File: config.mk
export PLATFORM = sky130hd
export DESIGN_NAME = single_cycle_mips_flat
export DESIGN_NICKNAME = d
export VERILOG_FILES = /design/src/rtl/single_cycle_mips_if.sv /design/src/rtl/single_cycle_mips.sv /design/src/flat_wrapper.sv
export SDC_FILE = /design/constraint.sdc
export NUM_CORES = 2
export LEC_CHECK = 0
export BUFFER_PORTS_ARGS = -buffer_cell sky130_fd_sc_hd__buf_2
export CAP_MARGIN = 20
export CORE_MARGIN = 3
export CORE_UTILIZATION = 50
export CTS_BUF_LIST = sky130_fd_sc_hd__clkbuf_4 sky130_fd_sc_hd__clkbuf_8 sky130_fd_sc_hd__clkbuf_16
export DETAILED_ROUTE_END_ITERATION = 7
export PLACE_DENSITY = 0.69
export SYNTH_ARGS = -nofsm -noshare
export SYNTH_HDL_FRONTEND = slang
export SYNTH_SLANG_ARGS = --single-unit
File: constraint.sdc
create_clock -name clk -period 32.1 [get_ports clk]
set_input_delay 0 -clock clk [delete_from_list [all_inputs] [get_ports clk]]
set_output_delay 0 -clock clk [all_outputs]
set_load 0.05 [all_outputs]
File: src/rtl/single_cycle_mips_if.sv
// Instruction-fetch and data-SRAM bus between the core (master) and its memories (slave).
interface single_cycle_mips_if;
  logic [31:0] IR_addr;
  logic [31:0] IR;
  logic [31:0] RF_writedata;
  logic [31:0] ReadDataMem;
  logic        CEN;
  logic        WEN;
  logic [6:0]  A;
  logic [31:0] ReadData2;
  logic        OEN;

  modport master (
    output IR_addr, RF_writedata, CEN, WEN, A, ReadData2, OEN,
    input  IR, ReadDataMem
  );

  modport slave (
    input  IR_addr, RF_writedata, CEN, WEN, A, ReadData2, OEN,
    output IR, ReadDataMem
  );
endinterface

File: src/rtl/single_cycle_mips.sv
// Single-cycle MIPS core: PC, 32x32 register file, ALU and decode; one instruction retires per rising clk.
// Data SRAM samples on the falling edge, so its read data is ready for the register write at the next rising edge.
module single_cycle_mips (
  input  logic                clk,
  input  logic                rst,
  single_cycle_mips_if.master bus
);
  localparam logic [5:0] OP_RTYPE = 6'h00;
  localparam logic [5:0] OP_J     = 6'h02;
  localparam logic [5:0] OP_JAL   = 6'h03;
  localparam logic [5:0] OP_BEQ   = 6'h04;
  localparam logic [5:0] OP_LW    = 6'h23;
  localparam logic [5:0] OP_SW    = 6'h2B;

  localparam logic [5:0] FN_JR  = 6'h08;
  localparam logic [5:0] FN_ADD = 6'h20;
  localparam logic [5:0] FN_SUB = 6'h22;
  localparam logic [5:0] FN_AND = 6'h24;
  localparam logic [5:0] FN_OR  = 6'h25;
  localparam logic [5:0] FN_SLT = 6'h2A;

  logic [31:0] pc;
  logic [31:0] pc_next;
  logic [31:0] pc_plus4;
  logic [31:0] regs [32];

  logic [5:0]  op;
  logic [5:0]  funct;
  logic [4:0]  rs;
  logic [4:0]  rt;
  logic [4:0]  rd;
  logic [15:0] imm;
  logic [25:0] target;
  logic [31:0] sext;

  logic [31:0] rs_val;
  logic [31:0] rt_val;
  logic [31:0] alu_result;
  logic [31:0] write_data;
  logic [4:0]  wr_addr;
  logic        reg_write;
  logic        is_lw;
  logic        is_sw;
  logic        is_jal;

  assign op       = bus.IR[31:26];
  assign rs       = bus.IR[25:21];
  assign rt       = bus.IR[20:16];
  assign rd       = bus.IR[15:11];
  assign funct    = bus.IR[5:0];
  assign imm      = bus.IR[15:0];
  assign target   = bus.IR[25:0];
  assign sext     = {{16{imm[15]}}, imm};
  assign pc_plus4 = pc + 32'd4;

  assign is_lw  = (op == OP_LW);
  assign is_sw  = (op == OP_SW);
  assign is_jal = (op == OP_JAL);

  // $0 is never written, so a plain array read already returns zero for it.
  assign rs_val = regs[rs];
  assign rt_val = regs[rt];

  always_comb begin
    alu_result = rs_val + sext;
    if (op == OP_RTYPE) begin
      case (funct)
        FN_ADD:  alu_result = rs_val + rt_val;
        FN_SUB:  alu_result = rs_val - rt_val;
        FN_AND:  alu_result = rs_val & rt_val;
        FN_OR:   alu_result = rs_val | rt_val;
        FN_SLT:  alu_result = {31'd0, $signed(rs_val) < $signed(rt_val)};
        default: alu_result = rs_val + rt_val;
      endcase
    end else if (op == OP_BEQ) begin
      alu_result = rs_val - rt_val;
    end
  end

  // Decode: register write enable/destination and next PC; unknown encodings fall through as NOPs.
  always_comb begin
    reg_write = 1'b0;
    wr_addr   = rd;
    pc_next   = pc_plus4;
    case (op)
      OP_RTYPE: begin
        case (funct)
          FN_ADD, FN_SUB, FN_AND, FN_OR, FN_SLT: reg_write = 1'b1;
          FN_JR:   pc_next = rs_val;
          default: reg_write = 1'b0;
        endcase
      end
      OP_LW: begin
        reg_write = 1'b1;
        wr_addr   = rt;
      end
      OP_BEQ: begin
        if (rs_val == rt_val) pc_next = pc_plus4 + {sext[29:0], 2'b00};
      end
      OP_J: begin
        pc_next = {pc_plus4[31:28], target, 2'b00};
      end
      OP_JAL: begin
        pc_next   = {pc_plus4[31:28], target, 2'b00};
        reg_write = 1'b1;
        wr_addr   = 5'd31;
      end
      default: reg_write = 1'b0;
    endcase
  end

  assign write_data = is_lw  ? bus.ReadDataMem :
                      is_jal ? pc_plus4        : alu_result;

  assign bus.IR_addr      = pc;
  assign bus.RF_writedata = write_data;
  assign bus.ReadData2    = rt_val;
  // Low 7 bits of the sum equal the sum of the low 7 bits: word address wraps modulo 128.
  assign bus.A            = rs_val[6:0] + imm[6:0];
  assign bus.CEN          = rst | ~(is_lw | is_sw);
  assign bus.WEN          = rst | ~is_sw;
  assign bus.OEN          = rst | ~is_lw;

  always_ff @(posedge clk or posedge rst) begin
    if (rst) begin
      pc <= 32'd0;
    end else begin
      pc <= pc_next;
    end
  end

  always_ff @(posedge clk or posedge rst) begin
    if (rst) begin
      for (int i = 0; i < 32; i++) regs[i] <= 32'd0;
    end else if (reg_write && (wr_addr != 5'd0)) begin
      regs[wr_addr] <= write_data;
    end
  end
endmodule

File: src/flat_wrapper.sv
// flat-port wrapper written by rule: the top's interface ports become plain ports
module single_cycle_mips_flat 
  (clk, rst, bus_IR_addr, bus_RF_writedata, bus_CEN, bus_WEN, bus_A, bus_ReadData2, bus_OEN, bus_IR, bus_ReadDataMem);
  single_cycle_mips_if bus_i ();
  input  logic clk;
  input  logic rst;
  output wire logic [$bits(bus_i.IR_addr)-1:0] bus_IR_addr;
  output wire logic [$bits(bus_i.RF_writedata)-1:0] bus_RF_writedata;
  output wire logic [$bits(bus_i.CEN)-1:0] bus_CEN;
  output wire logic [$bits(bus_i.WEN)-1:0] bus_WEN;
  output wire logic [$bits(bus_i.A)-1:0] bus_A;
  output wire logic [$bits(bus_i.ReadData2)-1:0] bus_ReadData2;
  output wire logic [$bits(bus_i.OEN)-1:0] bus_OEN;
  input wire logic [$bits(bus_i.IR)-1:0] bus_IR;
  input wire logic [$bits(bus_i.ReadDataMem)-1:0] bus_ReadDataMem;
  assign bus_IR_addr = bus_i.IR_addr;
  assign bus_RF_writedata = bus_i.RF_writedata;
  assign bus_CEN = bus_i.CEN;
  assign bus_WEN = bus_i.WEN;
  assign bus_A = bus_i.A;
  assign bus_ReadData2 = bus_i.ReadData2;
  assign bus_OEN = bus_i.OEN;
  assign bus_i.IR = bus_IR;
  assign bus_i.ReadDataMem = bus_ReadDataMem;
  single_cycle_mips u_core (.clk(clk), .rst(rst), .bus(bus_i));
endmodule
==> flow_metrics.env <==
export IMPL_outcome="finished clean"
export IMPL_yosys_top_cells_area="dfrtp_1 41%, mux4_2 22%, nand2_1 5.6%"
export IMPL_setup_tns_final_ns=0
export IMPL_worst_slew_pin_slew_ns=1.16
export IMPL_yosysTopAreaCellShare_pct=41.1
export IMPL_syn_nets=6123
export IMPL_hold_class="input port to register"
export IMPL_vias=50212
export IMPL_cts_root_buf="clkbuf_16"
export IMPL_cts_buffer_depth=3
export IMPL_power_density_nw_per_um2=52.0
export IMPL_drt_iter0_drc=6204
export IMPL_grt_antenna_before_repair=3
export IMPL_synth_cell_type_count=94
export IMPL_dr_pass1_iters=6
export IMPL_numCtsBuffers=109
export IMPL_drive_gt1_share_pct=25.0
export IMPL_r2r_setup_slack_ns=25.66
export IMPL_layout_common_cells="1056 x dfrtp_1, 933 x nand2_1, 638 x mux4_2, 548 x o21ai_0, 302 x o21ai_1"
export IMPL_drv_cap=0
export IMPL_syn_area_sq_um=64300
export IMPL_slew_viol_final=0
export IMPL_clock_sinks=1056
export IMPL_grt_pass1_wl_mm=323
export IMPL_p_clk_share_pct=37.5
export IMPL_min_delay_start="bus_ReadDataMem[31]"
export IMPL_clk_pin_slew_ns=0.06
export IMPL_grt_start_max_net_pins=175
export IMPL_relSlewSlack_pct=22.5
export IMPL_die_x_um=364
export IMPL_ys_warn_count=0
export IMPL_wl_per_cell_um=28.7
export IMPL_end_kind="primary output"
export IMPL_drt_antenna_violating_nets=0
export IMPL_clock_latency_ns=0.76
export IMPL_start_util_pct=50.8
export IMPL_min_period_over_period_pct=24.9
export IMPL_viasPerCell=6.67
export IMPL_routabilityCongestion=1.00
export IMPL_cp_max_fo=75
export IMPL_rsz0062_at_grt="no"
export IMPL_final_hold_violation_count=0
export IMPL_place_ws_ns=24.19
export IMPL_syn_inst=5896
export IMPL_dieArea_sq_um=133000
export IMPL_combPwrFrac_pct=23.3
export IMPL_setup_violations=0
export IMPL_cts_resized_gates=0
export IMPL_p_seq_share_pct=39.1
export IMPL_ios=172
export IMPL_p_int_w=0.00250
export IMPL_nets=6017
export IMPL_max_freq_ghz=0.125
export IMPL_grt_usage_pct=32.7
export IMPL_final_common_cell="dfrtp_1"
export IMPL_regToRegStartpoint="u_core.regs[134]$_DFFE_PP0P_"
export IMPL_route_detailed_drc=0
export IMPL_async_reset_ff_share_pct=100
export IMPL_grt_ovfl_total=0
export IMPL_design_core_area_sq_um=127000
export IMPL_crit_arrival_ns=8.01
export IMPL_synth_top_cell_by_area="dfrtp_1"
export IMPL_cts_tree="built"
export IMPL_crit_path_start="bus_IR[22]"
export IMPL_critPathKind="input port to primary output"
export IMPL_net_switching_power_w=0.00118
export IMPL_grt_pass1_vias=49317
export IMPL_synth_seq_cells=1056
export IMPL_post_cts_setup_buffer_count=0
export IMPL_row_count=130
export IMPL_routed_wl_mm=216
export IMPL_fin_ws_ns=24.09
export IMPL_fin_crit_ns=8.01
export IMPL_worst_hold_slack_ns=0.0831
export IMPL_syn_avg_cell_area_sq_um=10.9
export IMPL_cts_htree_levels=3
export IMPL_numPortBuffers=171
export IMPL_p_leak_nw=31.1
export IMPL_peakVddDrop_mv=0.0431
export IMPL_dieHeight_um=364
export IMPL_synth_edf_count=0
export IMPL_finalClockSkew_ns=0.0478
export IMPL_hpwl_mm=137
export IMPL_syn2layout_area_growth_pct=10.1
export IMPL_worst_ep_required_time_ns=32.10
export IMPL_sw_frac_of_total_pct=32.1
export IMPL_crit_path_start_kind="input port"
export IMPL_synth_ff_type="dfrtp_1"
export IMPL_yosysSeqAreaShare_pct=41.1
-- logic make-up after synthesis --
family	after synthesis	synth area share, %
buf+inv	728	4.43
flops	1056	41.1
simple gates	1464	9.57
fa+ha+maj	161	3.18
compound gates	1471	13.2
xor+xnor	113	1.54
mux	903	27.0
-- registers in the layout, summed over array words and instances, names as in the netlist --
name,count
u_core.regs,1024
u_core.bus.IR_addr,32
-- cell usage after synthesis (25+ instances only) --
master and instances:
dfrtp_1 1056, nand2_1 964, mux4_2 638, o21ai_0 552, clkbuf_1 424, o21ai_1 307, a21oi_1 236, nor2_1 223
mux2_2 201, ha_1 157, inv_1 157, xnor2_1 73, buf_1 71, buf_2 54, a31oi_1 52, mux2i_1 52
nand3_1 48, a21o_1 45, nor3_1 44, and2_1 41, xor2_1 40, o31ai_1 36, a211oi_1 31, a221oi_1 25
-- stage by stage --
step                      utilization, %  cells  instance area, sq um  total power [W]
after floorplan                        -   5896                 64300          0.00207
after CTS                           55.8   7523                 70700          0.00368
after global placement              52.5   7289                 66400          0.00229
after global routing                55.9   7530                 70700          0.00382
final                               55.9   7531                 70800          0.00368
after detailed placement            52.5   7290                 66400          0.00230
-- critical path: stages --
cell and delay, ns:
buf_8 0.49, buf_4 0.70, buf_4 0.83, mux4_2 0.42
mux4_2 0.46, mux2i_1 0.56, ha_1 0.50, or3_1 0.49
or4_1 0.43, a21oi_2 0.19, o311ai_1 0.17, a211oi_1 0.64
a311o_1 0.33, xnor2_1 0.12, a311oi_1 0.30, o21a_1 0.83
buf_2 0.43
-- power by group through the flow --
stage	clock, W	sequential [W]	combinational, W
2_1_floorplan	0	0.00151	0.000563
3_5_place_dp	0	0.00146	0.000838
5_1_grt	0.00145	0.00145	0.000921
4_1_cts	0.00140	0.00144	0.000846
3_3_place_gp	0	0.00146	0.000832
6_report	0.00138	0.00144	0.000859
-- layer usage --
layer,GRT usage [%],share of wire (%),wire length [um]
met1,45.2,39,85300
met4,14.6,4.8,10300
met2,48.8,44,95700
met5,0,0.0037,8
met3,8.64,12,25100
-- worst paths after layout --
check	endpoint	cells after the start
worst max-delay path	bus_RF_writedata[25]	17
worst min-delay path	u_core.regs[543]$_DFFE_PP0P_	5
worst max register to register	u_core.regs[889]$_DFFE_PP0P_	14
worst min register to register	u_core.regs[993]$_DFFE_PP0P_	0
max in group asynchronous	u_core.regs[602]$_DFFE_PP0P_	7
min in group asynchronous	u_core.bus.IR_addr[19]$_DFF_PP0_	4
-- timing repair --
item,4_1_cts,5_1_grt
hold endpoints to repair,279,2
hold buffers,32,1
setup endpoints to repair,0,0
-- layout make-up --
| cell class | instances | area [sq um] |
|---|---|---|
| Fill cell | 10553 | 55800 |
| Tap cell | 1650 | 2060 |
| Sequential cell | 1056 | 26400 |
| Antenna cell | 1 | 2.50 |
| Inverter | 171 | 654 |
| Timing Repair Buffer | 340 | 2350 |
| Clock inverter | 48 | 661 |
| Clock buffer | 153 | 3280 |
| Multi-Input combinational cell | 4112 | 35300 |
(Power assumes the default switching activity.)
